<file path="src/rtl/cic_dec_ctrl.sv">
// Sequencer and output buffer for the CIC decimation filter: applies configuration
// through a one-cycle clear, discards settling outputs, buffers samples into a
// valid/ready stream. Define CIC_DEC_CTRL_FIFO_EN for a FIFO_DEPTH-entry buffer.
module cic_dec_ctrl #(
  parameter int DATA_WIDTH     = 8,
  parameter int DEC_W          = 2,
  parameter int SETTLE_SAMPLES = 3,
  parameter int FIFO_DEPTH     = 4
) (
  input  logic                  clk,
  input  logic                  resetn,
  input  logic                  cfg_valid,
  output logic                  cfg_ready,
  input  logic                  cfg_enable,
  input  logic [DEC_W-1:0]      cfg_dec_factor,
  output logic                  cic_clear,
  output logic                  cic_enable,
  output logic [DEC_W-1:0]      cic_dec_factor,
  input  logic                  cic_out_valid,
  input  logic [DATA_WIDTH-1:0] cic_out_data,
  output logic                  m_valid,
  input  logic                  m_ready,
  output logic [DATA_WIDTH-1:0] m_data,
  output logic                  busy,
  output logic                  overflow,
  input  logic                  overflow_clr
);

  typedef enum logic [1:0] {IDLE, CLEAR, SETTLE, RUN} state_t;

  localparam int CNT_W = (SETTLE_SAMPLES > 0) ? $clog2(SETTLE_SAMPLES + 1) : 1;

  state_t           state_q, state_d;
  logic [CNT_W-1:0] cnt_q, cnt_d;
  logic [DEC_W-1:0] dec_q, dec_d;
  logic             overflow_q, overflow_d;

  logic cfg_accept, strobe_run, pop, push, drop, full;

  assign cfg_ready      = (state_q != CLEAR);
  assign cic_clear      = (state_q == CLEAR);
  assign cic_enable     = (state_q == SETTLE) || (state_q == RUN);
  assign busy           = (state_q == CLEAR) || (state_q == SETTLE);
  assign cic_dec_factor = dec_q;
  assign overflow       = overflow_q;

  assign cfg_accept = cfg_valid && cfg_ready;
  // A config accept aborts the stream, so a strobe arriving that cycle is dropped.
  assign strobe_run = cic_out_valid && (state_q == RUN) && !cfg_accept;
  assign pop        = m_valid && m_ready;
  assign push       = strobe_run && (!full || pop);
  assign drop       = strobe_run && full && !pop;

  // NOTE: every variable gets a default at the top of always_comb so no latch is inferred.
  always_comb begin
    state_d = state_q;
    cnt_d   = cnt_q;
    dec_d   = dec_q;
    if (cfg_accept) begin
      dec_d   = cfg_dec_factor;
      state_d = cfg_enable ? CLEAR : IDLE;
    end else begin
      case (state_q)
        CLEAR: begin
          cnt_d   = CNT_W'(SETTLE_SAMPLES);
          state_d = (SETTLE_SAMPLES == 0) ? RUN : SETTLE;
        end
        SETTLE: begin
          if (cic_out_valid) begin
            cnt_d = cnt_q - CNT_W'(1);
            if (cnt_q == CNT_W'(1)) state_d = RUN;
          end
        end
        default: ;
      endcase
    end
  end

  always_comb begin
    overflow_d = overflow_q;
    if (overflow_clr) overflow_d = 1'b0;
    if (drop)         overflow_d = 1'b1;
  end

  // NOTE: sequential state uses non-blocking assignments so all flops update together.
  always_ff @(posedge clk or negedge resetn) begin
    if (!resetn) begin
      state_q    <= IDLE;
      cnt_q      <= '0;
      dec_q      <= '0;
      overflow_q <= 1'b0;
    end else begin
      state_q    <= state_d;
      cnt_q      <= cnt_d;
      dec_q      <= dec_d;
      overflow_q <= overflow_d;
    end
  end

`ifdef CIC_DEC_CTRL_FIFO_EN
  localparam int AW = $clog2(FIFO_DEPTH);

  logic [AW-1:0]         wr_q, wr_d, rd_q, rd_d;
  logic [AW:0]           fill_q, fill_d;
  logic [DATA_WIDTH-1:0] mem_q [FIFO_DEPTH];

  assign full    = (fill_q == (AW+1)'(FIFO_DEPTH));
  assign m_valid = (fill_q != '0);
  assign m_data  = m_valid ? mem_q[rd_q] : '0;

  always_comb begin
    wr_d   = wr_q;
    rd_d   = rd_q;
    fill_d = fill_q;
    if (cfg_accept) begin
      wr_d   = '0;
      rd_d   = '0;
      fill_d = '0;
    end else begin
      if (push) wr_d = wr_q + AW'(1);
      if (pop)  rd_d = rd_q + AW'(1);
      case ({push, pop})
        2'b10:   fill_d = fill_q + (AW+1)'(1);
        2'b01:   fill_d = fill_q - (AW+1)'(1);
        default: ;
      endcase
    end
  end

  always_ff @(posedge clk or negedge resetn) begin
    if (!resetn) begin
      wr_q   <= '0;
      rd_q   <= '0;
      fill_q <= '0;
    end else begin
      wr_q   <= wr_d;
      rd_q   <= rd_d;
      fill_q <= fill_d;
    end
  end

  // NOTE: storage is not reset; fill_q alone defines which entries are meaningful.
  always_ff @(posedge clk) begin
    if (push) mem_q[wr_q] <= cic_out_data;
  end
`else
  logic                  valid_q, valid_d;
  logic [DATA_WIDTH-1:0] data_q, data_d;

  assign full    = valid_q;
  assign m_valid = valid_q;
  assign m_data  = data_q;

  always_comb begin
    valid_d = valid_q;
    data_d  = data_q;
    if (cfg_accept) begin
      valid_d = 1'b0;
    end else if (push) begin
      valid_d = 1'b1;
      data_d  = cic_out_data;
    end else if (pop) begin
      valid_d = 1'b0;
    end
  end

  always_ff @(posedge clk or negedge resetn) begin
    if (!resetn) begin
      valid_q <= 1'b0;
      data_q  <= '0;
    end else begin
      valid_q <= valid_d;
      data_q  <= data_d;
    end
  end
`endif

endmodule

</file>
<file path="config.mk">
export PLATFORM = sky130hd
export DESIGN_NAME = cic_dec_ctrl
export DESIGN_NICKNAME = d
export VERILOG_FILES = /design/src/rtl/cic_dec_ctrl.sv
export SDC_FILE = /design/constraint.sdc
export NUM_CORES = 1
export LEC_CHECK = 0
export BUFFER_PORTS_ARGS = -buffer_cell sky130_fd_sc_hd__buf_4
export CORE_MARGIN = 3
export CORE_UTILIZATION = 48
export DETAILED_ROUTE_END_ITERATION = 12
export PLACE_DENSITY = 0.8
export SYNTH_ARGS = -nofsm -noshare
export SYNTH_HDL_FRONTEND = slang
export SYNTH_SLANG_ARGS = --single-unit
</file>
<file path="constraint.sdc">
create_clock -name clk -period 4.65 [get_ports clk]
set_input_delay 1.395 -clock clk [delete_from_list [all_inputs] [get_ports clk]]
set_output_delay 1.395 -clock clk [all_outputs]
set_load 0.01 [all_outputs]
</file>
==> qor.yml <==
yosys:
  ys_types: 23
  netlist_area_um2: 758.2
  yosysSeqAreaShare: 0.5281
  yosys.area.top_type_share: 0.5281
  syn_area_per_cell_um2: 11.67
  synth_warnings: 0
  syn_inst: 65
  yosys.area.top_type: "dfrtp_1"
  ys_ff_latch: 16
  ys_top_cells_by_area: "dfrtp_1 53%, mux2_2 12%, ha_1 6.6%, nand2_1 5.0%, inv_1 3.5%"
  synth_fp_nets: 86
critical_path:
  slowest_stage: "dfrtp_1"
  start_kind: "flop"
  worst-path-buf-inv: 2
  end_kind: "output pin"
  path_delay_family: "flip-flops"
  cp_max_fo: 7
  crit_type: "reg -> out"
  slowest_delay_ns: 0.42
  arrival_ns: 1.49
  crit_chain: "inv_1 > ha_1 > or2_2 > buf_4"
  worstPathRequired_ns: 3.25
clocking:
  cts_buffers: 3
  cts_hold_buf: 0
  cts.sinks: 16
  cts_setup_buffers: 0
  cts_buffer_depth: 2
  cts_tree: "yes"
  post_cts_resized: 0
  clkTransAtPathRegs_ns: 0.10
  htreeDepth: 1
  insertion_delay_ns: 0.28
  cts_root_buffer: "clkbuf_4"
cells_and_area:
  diodes: 0
  syn2layout_area_growth_pct: 37.46
  fin_util: 0.7538
  final_nets: 122
  postLayoutCellArea_mm2: 0.001042
  layout.cells.non_filler: 115
  drive_gt1_frac: 0.4700
place:
  place_ws_ns: 2.059
  place_area_mm2: 0.001006
  dp.final_hpwl_um: 1336
  portBuffers: 32
  gp_routability_congestion: 0.7348
  placed_cells: 111
grt:
  antenna_found_initial: 0
  grt.total_usage: 0.1982
  grt_pass1_vias: 601
  grt_pass1_wl_um: 2829
  overflow: 0
  grt_max_degree: 17
pwr:
  vdd_ir_drop_max_uv: 380.9
  seqPwrFrac: 0.358
  power.leakage_nw: 0.5344
  pwr-share-comb: 0.505
  p_sw_frac: 0.3664
  p_clk_frac: 0.137
  power.internal_mw: 0.4222
  netSwitchingPower_mw: 0.2441
  power.total_mw: 0.6663
  p_per_area_mw_per_mm2: 639.3
drt:
  drcViolationCount: 0
  wl_per_cell_um: 15.09
  vias: 616
  drtAntennaViolNets: 0
  drtPass1Iterations: 4
  drt-total-wl_um: 1735
  dr.first_iter.drc_count: 10
  viasPerCell: 5.357
job:
  drv_cap: 0
floorplanning:
  die_y_um: 45.75
  start_util: 0.5484
  die_area_mm2: 0.002093
  dieWidth_um: 45.75
  rows: 13
  core_mm2: 0.001383
  ios: 33
timing:
  hold_viol: 0
  relSlewSlack: 0.7174
  period_needed_ns: 2.882
  finClkSkew_ns: 0.004228
  finalCritPeriodShare: 0.6197
  worst_pin_slew_ns: 0.4234
  holdWs_ns: 0.4966
  fmax_mhz: 347.0
  rsz0062_at_grt: "false"
  layout_setup_ws_ns: 1.768
  final.setup.tns_ns: 0
  setup_viol: 0
  slew_viol_final: 0
status:
  status: "finished, final reports clean"
worst_hold_path:
  hold_path.class: "reg -> reg"
placed cells by master, fill, tap and decap left out:
master / instances
buf_4: 32
dfrtp_1: 16
nand2_1: 10
mux2_2: 8
inv_1: 7
ha_1: 4
clkbuf_4: 3
nand2b_1: 2
a21oi_1: 2
or2_2: 1
nor2b_4: 1
nor3b_4: 1
o21bai_1: 1
a32oi_1: 1
and2b_1: 1
nor3_1: 1
o32a_1: 1
o32ai_1: 1
nand3_1: 1
o21ai_0: 1
nor2_1: 1
a31oi_1: 1
nor4_1: 1
a211oi_1: 1
clkbuf_8: 1
state kept, by name, summed over array words and instances, names as in the netlist:
signal	flops
cic_dec_factor	2
m_data	8
state_q	2
overflow	1
m_valid	1
cnt_q	2
cells in the mapped netlist:
library cell,n
dfrtp_1,16
nand2_1,10
mux2_2,8
inv_1,7
ha_1,4
a21oi_1,2
nand2b_1,2
a211oi_1,1
a31oi_1,1
a32oi_1,1
and2b_1,1
buf_6,1
nand3_1,1
nor2_1,1
nor2b_4,1
nor3_1,1
nor3b_4,1
nor4_1,1
o21ai_0,1
o21bai_1,1
o32a_1,1
o32ai_1,1
or2_2,1
worst min-delay path: stages (launching register included):
cell and delay [ns]:
dfrtp_1 0.36, nand2_1 0.05, nand2_1 0.06
metal layers:
layer	wire, um	track usage	share of wire	vias to the layer above
met2	903	0.3008	0.52	27
met5	0	0	0	-
met1	691	0.2412	0.40	290
met3	115	0.07905	0.066	6
li1	-	-	-	293
met4	25	0.1023	0.014	0
power by group through the flow:
stage                     clock, mW  sequential, mW  combinational (mW)
after floorplan                   0           0.254               0.168
after global placement            0           0.236               0.327
after detailed placement          0           0.238               0.338
after CTS                    0.0939           0.238               0.341
after global routing          0.101           0.246               0.369
final                        0.0912           0.238               0.337
path summary, 6_finish.rpt:
check,to,cells past startpoint,slack (ns),start
max in group asynchronous,m_data[4],1,3.52,resetn
worst min-delay path,cic_dec_factor[1],2,0.50,cic_dec_factor[1]
worst max register to register,m_data[4],5,2.86,state_q[1]
worst min register to register,cic_dec_factor[1],2,0.50,cic_dec_factor[1]
min in group asynchronous,overflow,1,0.95,resetn
worst max-delay path,cic_enable,4,1.77,state_q[0]
layout make-up:
class / count / area (um2)
Fill cell: 104 / 340.3
Clock buffer: 4 / 36.28
Inverter: 7 / 26.28
Timing Repair Buffer: 32 / 240.2
Multi-Input combinational cell: 41 / 320.3
Tap cell: 15 / 18.77
Sequential cell: 16 / 400.4
kinds of logic (layout without fill, tap and decap cells):
kind of cell	count (synthesis)	count (layout)	share of synthesized area
buffers and inverters	8	43	0.04951
AO/OA/AOI/OAI	9	9	0.08417
multiplexers	8	8	0.1188
flip-flops	16	16	0.5280
adder cells (fa/ha/maj)	4	4	0.06601
AND/OR/NAND/NOR	20	20	0.1535
Note: power is estimated with default switching activity, not from simulation.
